$ cat config.mk
export PLATFORM = sky130hd
export DESIGN_NAME = ac_sense_scheduler
export DESIGN_NICKNAME = d
export VERILOG_FILES = /design/src/rtl/ac_sense_scheduler_pkg.sv /design/src/rtl/exc_timebase.sv /design/src/rtl/ac_sense_scheduler.sv
export SDC_FILE = /design/constraint.sdc
export NUM_CORES = 1
export LEC_CHECK = 0
export ABC_AREA = 1
export BUFFER_PORTS_ARGS = -buffer_cell sky130_fd_sc_hd__buf_4
export CORE_ASPECT_RATIO = 1.5
export CORE_UTILIZATION = 45
export CTS_CLUSTER_DIAMETER = 100
export DETAILED_ROUTE_END_ITERATION = 6
export HOLD_SLACK_MARGIN = 0.03
export PLACE_DENSITY = 0.73
export RECOVER_POWER = 50
export SYNTH_ARGS = -nofsm -noshare
export SYNTH_HDL_FRONTEND = slang
export SYNTH_HIERARCHICAL = 1
export SYNTH_SLANG_ARGS = --single-unit
$ cat constraint.sdc
create_clock -name clk -period 2.5 [get_ports clk]
set_input_delay 0.5 -clock clk [delete_from_list [all_inputs] [get_ports clk]]
set_output_delay 0.5 -clock clk [all_outputs]
set_load 0.02 [all_outputs]
$ cat src/rtl/ac_sense_scheduler_pkg.sv
// Shared definitions for the AC sense scheduler and the AC-detect filter sizing.
// Detect filters are sized as FILTERBITS = EXC_BITS_DEF + 2.
package ac_sense_scheduler_pkg;

    typedef enum logic [1:0] {
        ST_IDLE   = 2'd0,
        ST_SETTLE = 2'd1,
        ST_SAMPLE = 2'd2,
        ST_NEXT   = 2'd3
    } state_t;

    localparam int unsigned EXC_BITS_DEF = 11;

endpackage

$ cat src/rtl/exc_timebase.sv
// Excitation phase counter and completed-period counter for the sense scheduler.
// sq is the excitation level for the clock that follows the current edge.
module exc_timebase
    import ac_sense_scheduler_pkg::*;
#(
    parameter int unsigned EXC_BITS  = EXC_BITS_DEF,
    parameter int unsigned PCNT_BITS = 2
) (
    input  logic                 clk,
    input  logic                 resetq,
    input  logic                 run,
    input  logic                 clr_cnt,
    output logic                 period_end,
    output logic [PCNT_BITS-1:0] pcnt,
    output logic                 sq
);

    logic [EXC_BITS-1:0] phase;
    logic [EXC_BITS-1:0] phase_next;

    always_comb begin
        phase_next = run ? phase + EXC_BITS'(1) : '0;
        period_end = run && (phase == '1);
        sq         = ~phase_next[EXC_BITS-1];
    end

    always_ff @(posedge clk) begin
        if (!resetq) begin
            phase <= '0;
            pcnt  <= '0;
        end else begin
            phase <= phase_next;
            if (clr_cnt)
                pcnt <= '0;
            else if (period_end)
                pcnt <= pcnt + PCNT_BITS'(1);
        end
    end

endmodule

$ cat src/rtl/ac_sense_scheduler.sv
// Time-multiplexed excitation scheduler: drives one channel at a time, samples
// its detect line, and latches per-channel presence with a sticky change flag.
module ac_sense_scheduler
    import ac_sense_scheduler_pkg::*;
#(
    parameter int unsigned NCH        = 4,
    parameter int unsigned EXC_BITS   = EXC_BITS_DEF,
    parameter int unsigned SETTLE_CYC = 2,
    parameter int unsigned SAMPLE_CYC = 2,
    parameter int unsigned CH_BITS    = 2
) (
    input  logic           clk,
    input  logic           resetq,
    input  logic           en,
    input  logic [NCH-1:0] det,
    input  logic           clr,
    output logic [NCH-1:0] exc,
    output logic [NCH-1:0] status,
    output logic           changed,
    output logic           scan_done,
    output logic           busy
);

    localparam int unsigned PCNT_MAX  = (SETTLE_CYC > SAMPLE_CYC) ? SETTLE_CYC : SAMPLE_CYC;
    localparam int unsigned PCNT_BITS = $clog2(PCNT_MAX + 1);

    state_t               state, state_next;
    logic [CH_BITS-1:0]   ch, ch_next;
    logic                 hit, hit_next;
    logic [NCH-1:0]       status_next, exc_next;
    logic                 changed_next, scan_done_next;
    logic                 det_sel, status_sel;
    logic                 run, clr_cnt, period_end, sq;
    logic [PCNT_BITS-1:0] pcnt;

    exc_timebase #(
        .EXC_BITS  (EXC_BITS),
        .PCNT_BITS (PCNT_BITS)
    ) u_timebase (
        .clk        (clk),
        .resetq     (resetq),
        .run        (run),
        .clr_cnt    (clr_cnt),
        .period_end (period_end),
        .pcnt       (pcnt),
        .sq         (sq)
    );

    always_comb begin
        state_next     = state;
        ch_next        = ch;
        hit_next       = hit;
        status_next    = status;
        changed_next   = clr ? 1'b0 : changed;
        scan_done_next = 1'b0;
        exc_next       = '0;
        det_sel        = 1'b0;
        status_sel     = 1'b0;
        run            = (state == ST_SETTLE) || (state == ST_SAMPLE);

        for (int i = 0; i < NCH; i++) begin
            if (ch == CH_BITS'(i)) begin
                det_sel    = det[i];
                status_sel = status[i];
            end
        end

        // Dropping enable abandons the channel in progress without touching status
        if (state != ST_IDLE && !en) begin
            state_next = ST_IDLE;
        end else begin
            case (state)
                ST_IDLE: begin
                    if (en) begin
                        state_next = ST_SETTLE;
                        ch_next    = '0;
                    end
                end
                ST_SETTLE: begin
                    if (period_end && pcnt == PCNT_BITS'(SETTLE_CYC - 1)) begin
                        state_next = ST_SAMPLE;
                        hit_next   = 1'b1;
                    end
                end
                ST_SAMPLE: begin
                    hit_next = hit & det_sel;
                    if (period_end && pcnt == PCNT_BITS'(SAMPLE_CYC - 1))
                        state_next = ST_NEXT;
                end
                ST_NEXT: begin
                    state_next = ST_SETTLE;
                    for (int i = 0; i < NCH; i++) begin
                        if (ch == CH_BITS'(i))
                            status_next[i] = hit;
                    end
                    if (hit != status_sel)
                        changed_next = 1'b1;
                    if (ch == CH_BITS'(NCH - 1)) begin
                        ch_next        = '0;
                        scan_done_next = 1'b1;
                    end else begin
                        ch_next = ch + CH_BITS'(1);
                    end
                end
                default: state_next = ST_IDLE;
            endcase
        end

        clr_cnt = (state_next != state);

        // Drive is computed for the state/phase that will hold after this edge
        if (state_next == ST_SETTLE || state_next == ST_SAMPLE) begin
            for (int i = 0; i < NCH; i++) begin
                if (ch_next == CH_BITS'(i))
                    exc_next[i] = sq;
            end
        end
    end

    always_ff @(posedge clk) begin
        if (!resetq) begin
            state     <= ST_IDLE;
            ch        <= '0;
            hit       <= 1'b0;
            status    <= '0;
            changed   <= 1'b0;
            scan_done <= 1'b0;
            busy      <= 1'b0;
            exc       <= '0;
        end else begin
            state     <= state_next;
            ch        <= ch_next;
            hit       <= hit_next;
            status    <= status_next;
            changed   <= changed_next;
            scan_done <= scan_done_next;
            busy      <= (state_next != ST_IDLE);
            exc       <= exc_next;
        end
    end

endmodule

== Word level (Yosys, flattened, before mapping) ==
Index checks and enable logic that the tools add are counted.
Operators by class
  $add $sub $neg: 3
  equality and inequality tests: 16
  muxes and demuxes: 25
  bitwise logic cells: 5
  reductions and logical operators: 24
Operators with widths (number)
  AND reduction 3 bit: 9
  == test 2 bit (second input constant): 7
  2-to-1 mux 1 bit: 14
  2-to-1 mux 2 bit: 7
  adder 11 x 1 -> 11 bit (second input constant): 1
  == test 11 bit (second input constant): 1
  2-to-1 mux 11 bit: 1
  == test 2 x 1 -> 1 bit (second input constant): 5
  case mux 2 bit (4 select lines): 1
  zero test 2 bit: 3
  nonzero test 2 bit: 3
  adder 2 x 1 -> 2 bit (second input constant): 2
  NOT 1 bit: 4
  case mux 2 bit (2 select lines): 1
  logical AND 1 bit: 3
  OR reduction 3 bit: 1
  logical OR 1 bit: 2
  inequality test 2 x 1 -> 1 bit (second input constant): 1
  inequality test 2 bit: 1
  case mux 1 bit (2 select lines): 1
  AND reduction 2 bit: 1
  OR reduction 2 bit: 1
  bitwise AND 1 bit: 1
  zero test 1 bit: 1
  inequality test 1 bit: 1
Word-level totals
  flip-flop bits (word level): 29
  bits of input ports: 8
  output and inout bits: 11
  word-level logic and storage cells: 90

== Depth between registers and ports, before layout ==
  depth in word-level cells: 10
  depth in mapped cells: 15
  mapped depth without buffers: 15

== By module ==
The synthesis kept the hierarchy.
By module, submodules not included
  ac_sense_scheduler: instances 1, cells an instance 126, area an instance 898.4 sq um, seq. area each 320.3 sq um
  exc_timebase: instances 1, cells an instance 86, area an instance 604.3 sq um, seq. area each 260.2 sq um

== Worst setup path before layout ==
No wires, ideal clock.
  path type: register to register
  start point: register state[0]
  end point: register exc[3]
  library setup time: 0.113 ns
  arrival time: 1.907 ns
  required time: 2.387 ns
  slack: 0.480 ns
  stages on the path, launching flop included: 13
  path buffers: 0
  period minus slack after synthesis: 2.020 ns
  cells stage by stage: dfxtp_1 -> inv_1 -> ha_1 -> inv_1 -> nor2_2 -> nand3_1 -> o211ai_1 -> nand2_1 -> ha_1 -> nand2_1 -> inv_1 -> nand3_1 -> nor2_1
On the way
  longest elaborated chain between the ends: 10
  elaborated cells between the ends (all ways): 23
  classes of those cells: eq/ne (6); mux (8); bitwise (1); reduce/logical (8)
RTL lines
  start, declared: line ac_sense_scheduler.sv:27  | state_t state, state_next;
  start signal, assigned: line ac_sense_scheduler.sv:131  | state <= state_next;
  == test 2 x 1 -> 1 bit / == test 2 bit (equally long branches): line ac_sense_scheduler.sv:59  | run = (state == ST_SETTLE) || (state == ST_SAMPLE);
  logical OR 1 bit *: line ac_sense_scheduler.sv:59
  named net run: line ac_sense_scheduler.sv:33  | logic run, clr_cnt, period_end, sq;
  logical AND 1 bit *: line exc_timebase.sv:23  | period_end = run && (phase == '1);
  named net period_end: line ac_sense_scheduler.sv:33
  logical AND 1 bit *: line ac_sense_scheduler.sv:80, ac_sense_scheduler.sv:87
  2-to-1 mux 2 bit (on tied branches): line ac_sense_scheduler.sv:87, ac_sense_scheduler.sv:80
  case mux 2 bit (4 select lines) *: line ac_sense_scheduler.sv:72  | case (state)
  2-to-1 mux 2 bit *: line ac_sense_scheduler.sv:69  | if (state != ST_IDLE && !en) begin
  == test 2 x 1 -> 1 bit / == test 2 bit (equally long branches): line ac_sense_scheduler.sv:112  | if (state_next == ST_SETTLE || state_next == ST_SAMPLE) begin
  logical OR 1 bit *: line ac_sense_scheduler.sv:112
  AND reduction 3 bit (no source line) *
  end signal, assigned: line ac_sense_scheduler.sv:138  | exc <= exc_next;
  end, declared: line ac_sense_scheduler.sv:17  | output logic [NCH-1:0] exc,
The timed path passes the listed nets; every way through them passes the cells marked *.
A chain may end at the register's enable or synchronous reset.

== Worst setup path in the final report ==
  start point: register u_timebase.phase[0]
  end point: register exc[2]
On the way
  longest elaborated chain between the ends: 9
  elaborated cells between the ends (all ways): 14
  classes of those cells: add/sub (1); eq/ne (3); mux (5); bitwise (1); reduce/logical (4)
RTL lines
  start, declared: line exc_timebase.sv:18  | logic [EXC_BITS-1:0] phase;
  start signal, assigned: line exc_timebase.sv:32  | phase <= phase_next;
  == test 11 bit *: line exc_timebase.sv:23
  logical AND 1 bit *: line exc_timebase.sv:23
  named net period_end: line ac_sense_scheduler.sv:33
  logical AND 1 bit *: line ac_sense_scheduler.sv:80, ac_sense_scheduler.sv:87
  2-to-1 mux 2 bit (on tied branches): line ac_sense_scheduler.sv:87, ac_sense_scheduler.sv:80
  case mux 2 bit (4 select lines) *: line ac_sense_scheduler.sv:72
  2-to-1 mux 2 bit *: line ac_sense_scheduler.sv:69
  == test 2 x 1 -> 1 bit / == test 2 bit (equally long branches): line ac_sense_scheduler.sv:112
  logical OR 1 bit *: line ac_sense_scheduler.sv:112
  AND reduction 3 bit (no source line) *
Marked as above.

==> impl_metrics.ini <==
[status]
status = completed

[placed_design]
io_buffers = 18
dp_hpwl_mm = 2.18
dpl-instance-area_sq_mm = 0.00168
routabilityCongestion = 0.767

[setup_path]
start_kind = flop
path_class = flop to flop
cp_max_fo = 4
required_ps = 2720
cp_top_family = simple AND/OR/NAND/NOR gates
end_kind = flop
slowest_stage = dfxtp_1
worst_ep_arrival_time_ps = 2400
path_cells = ha_1 -> nand2_1 -> nor2_4 -> nand3_2 -> nor2_2 -> nand3_2 -> o211ai_1 -> nand2_1 -> ha_1 -> nand2_1 -> inv_1 -> nand3_1 -> nor2_1
slowest_delay_ps = 350
crit_top_cell = nand2_1
path_buf_inv = 1

[detailed_routing]
dr.pass1.iters = 4
wirelength_mm = 2.92
routed-via-count = 1335
drcViolationCount = 0
drtIter0Drc = 20
drtAntennaViolNets = 0
wire_per_inst_um = 10.4
viasPerCell = 4.77

[final_layout]
antenna_cells = 0
syn2layout_area_growth_pct = 18.3
final_cell_area_sq_mm = 0.00178
nets = 257
layout-drive-gt1-share_pct = 15.8
fill_cells = 316

[sta]
maxSlewViolCount = 0
fmax_mhz = 458
tightest_slew_ps = 343
rsz0062_at_grt = false
fin_crit_sh_pct = 87.3
fin_setup_tns_ps = 0
relSlewSlack_pct = 77.1
final-setup-viol-count = 0
min_period_ps = 2180
skew_ps = 5.26
final_hold_viol_count = 0

[logic_synthesis]
avgSynthCellArea_sq_um = 7.09
ys_ff_latch = 29
synth.distinct_cells = 22
netlist_instances = 212
ys_seq_area_share_pct = 38.6
syn-num-nets = 230
yosys_warnings = 6
synth_area_sq_mm = 0.00150

[clocking]
clk_pin_slew_ps = 60
clk_latency_ps = 280
h-tree-depth = 2
cts_max_path_buffers = 2
cts.sinks = 29
clock-root-buffer = clkbuf_8
cts_made_buffers = 5
cts_tree = done

[die]
chipHeight_um = 72.8
core_sq_mm = 0.00316
rows = 25
start_util_pct = 47.6
io_pins = 19
die-area_sq_mm = 0.00358
die_x_um = 49.2

[power]
p_total_mw = 1.02
vdd_ir_drop_max_mv = 0.321
p_leak_nw = 0.726
powerDensity_mw_per_mm2 = 574

[global_route]
antenna_found_initial = 0
grt_usage_pct = 18.3
grt_max_degree = 11
overflow = 0
grt_pass1_wl_mm = 5.02
grt_pass1_vias = 1267

[flow_run]
maxCapViolations = 0

[hold_path]
hold_path_class = flop to flop
[worst paths after layout]
| kind | endpoint | slack, ps | cells past startpoint | startpoint |
|---|---|---|---|---|
| worst max-delay path | exc[2]$_SDFF_PN0_ | 320 | 13 | u_timebase/phase[0]$_SDFF_PN0_ |
| worst min-delay path | u_timebase/phase[0]$_SDFF_PN0_ | 450 | 1 | u_timebase/phase[0]$_SDFF_PN0_ |
| worst max register to register | exc[2]$_SDFF_PN0_ | 320 | 13 | u_timebase/phase[0]$_SDFF_PN0_ |
| worst min register to register | u_timebase/phase[0]$_SDFF_PN0_ | 450 | 1 | u_timebase/phase[0]$_SDFF_PN0_ |
[cells in the mapped netlist]
cell type  number  area share (%)
nor3_1          3             1.0
nand3_2         5             3.3
o21a_1          2             1.0
nor2_1         29             7.2
dfxtp_1        29              39
nand2_2         5             2.1
nor2_2          3             1.2
nand2_1        46              11
buf_6           1            0.75
a21oi_1        15             5.0
inv_1          33             8.2
o21ai_1         1            0.33
o21ai_0         7             2.3
or2_4           1            0.58
o211ai_1        1            0.50
o21bai_1        1            0.50
ha_1           10             8.3
inv_2           1            0.25
nand3_1        15             5.0
nand4_1         1            0.42
nor2_4          2             1.5
clkinv_1        1            0.25
[where the power goes]
group / switching, mW / internal [mW] / leakage, nW / total (mW)
Combinational: 0.0670 / 0.0473 / 0.437 / 0.114
Sequential: 0.00952 / 0.473 / 0.235 / 0.483
Clock: 0.175 / 0.248 / 0.0542 / 0.424
Total: 0.252 / 0.769 / 0.726 / 1.02
[sequential cells by signal (all words and copies together), names as in the netlist]
name              cells
busy                  1
u_timebase/pcnt       2
status                4
scan_done             1
hit                   1
exc                   4
ch                    2
changed               1
u_timebase/phase     11
state                 2
[kinds of logic (layout without fill, tap and decap cells)]
group,Yosys count,after routing,synth area share (%)
and+or+nand+nor,110,110,33.9
buffers and inverters,36,64,9.49
DFF,29,29,38.6
AOI/OAI and AO/OA,27,27,9.66
adders and majority gates,10,10,8.33
[layout by cell type, fill, tap and decap left out]
cell,count
nand2_1,46
inv_1,33
nor2_1,29
dfxtp_1,28
a21oi_1,15
nand3_1,14
clkbuf_1,11
buf_4,10
ha_1,9
o21ai_0,7
clkbuf_8,7
nand3_2,6
nand2_2,5
nor3_1,3
nor2_2,3
o21a_1,2
nor2_4,2
o211ai_1,1
or2_4,1
clkinv_1,1
inv_2,1
nand4_1,1
ha_4,1
clkinv_2,1
dfxtp_2,1
o21ai_1,1
o21bai_1,1
[area by class of cell]
type	instances	area [sq um]	area share, %
repair buffers	21	116	6.54
flip-flops and latches	29	582	32.7
well taps	40	50.0	2.81
clock inverters	1	5.00	0.281
clock buffers	7	96.3	5.42
multi-input cells	147	797	44.8
inverters	35	131	7.39
[metrics by stage]
stage	util, %	instances	hold WS, ps	setup slack [ps]
2_1_floorplan	-	212	417	480
3_3_place_gp	53.1	269	431	333
3_5_place_dp	53.1	269	439	272
4_1_cts	56.3	277	452	239
5_1_grt	56.3	280	468	25.1
6_report	56.3	280	449	318
[layer usage]
layer / GRT usage (%) / vias to the layer above / wire (um) / share of wire [%]
li1: - / 717 / - / -
met1: 17.4 / 593 / 1210 / 42
met2: 35.3 / 20 / 1560 / 53
met3: 5.00 / 5 / 89 / 3.0
met4: 9.15 / 0 / 55 / 1.9
met5: 0 / - / 0 / 0
[timing repair]
item | CTS | global route
resized for setup | 0 | 3
buffers inserted | 0 | 3
endpoints found under the setup margin | 0 | 4
hold buffers | 0 | 0
No activity file was read; power rests on OpenSTA's default activity.
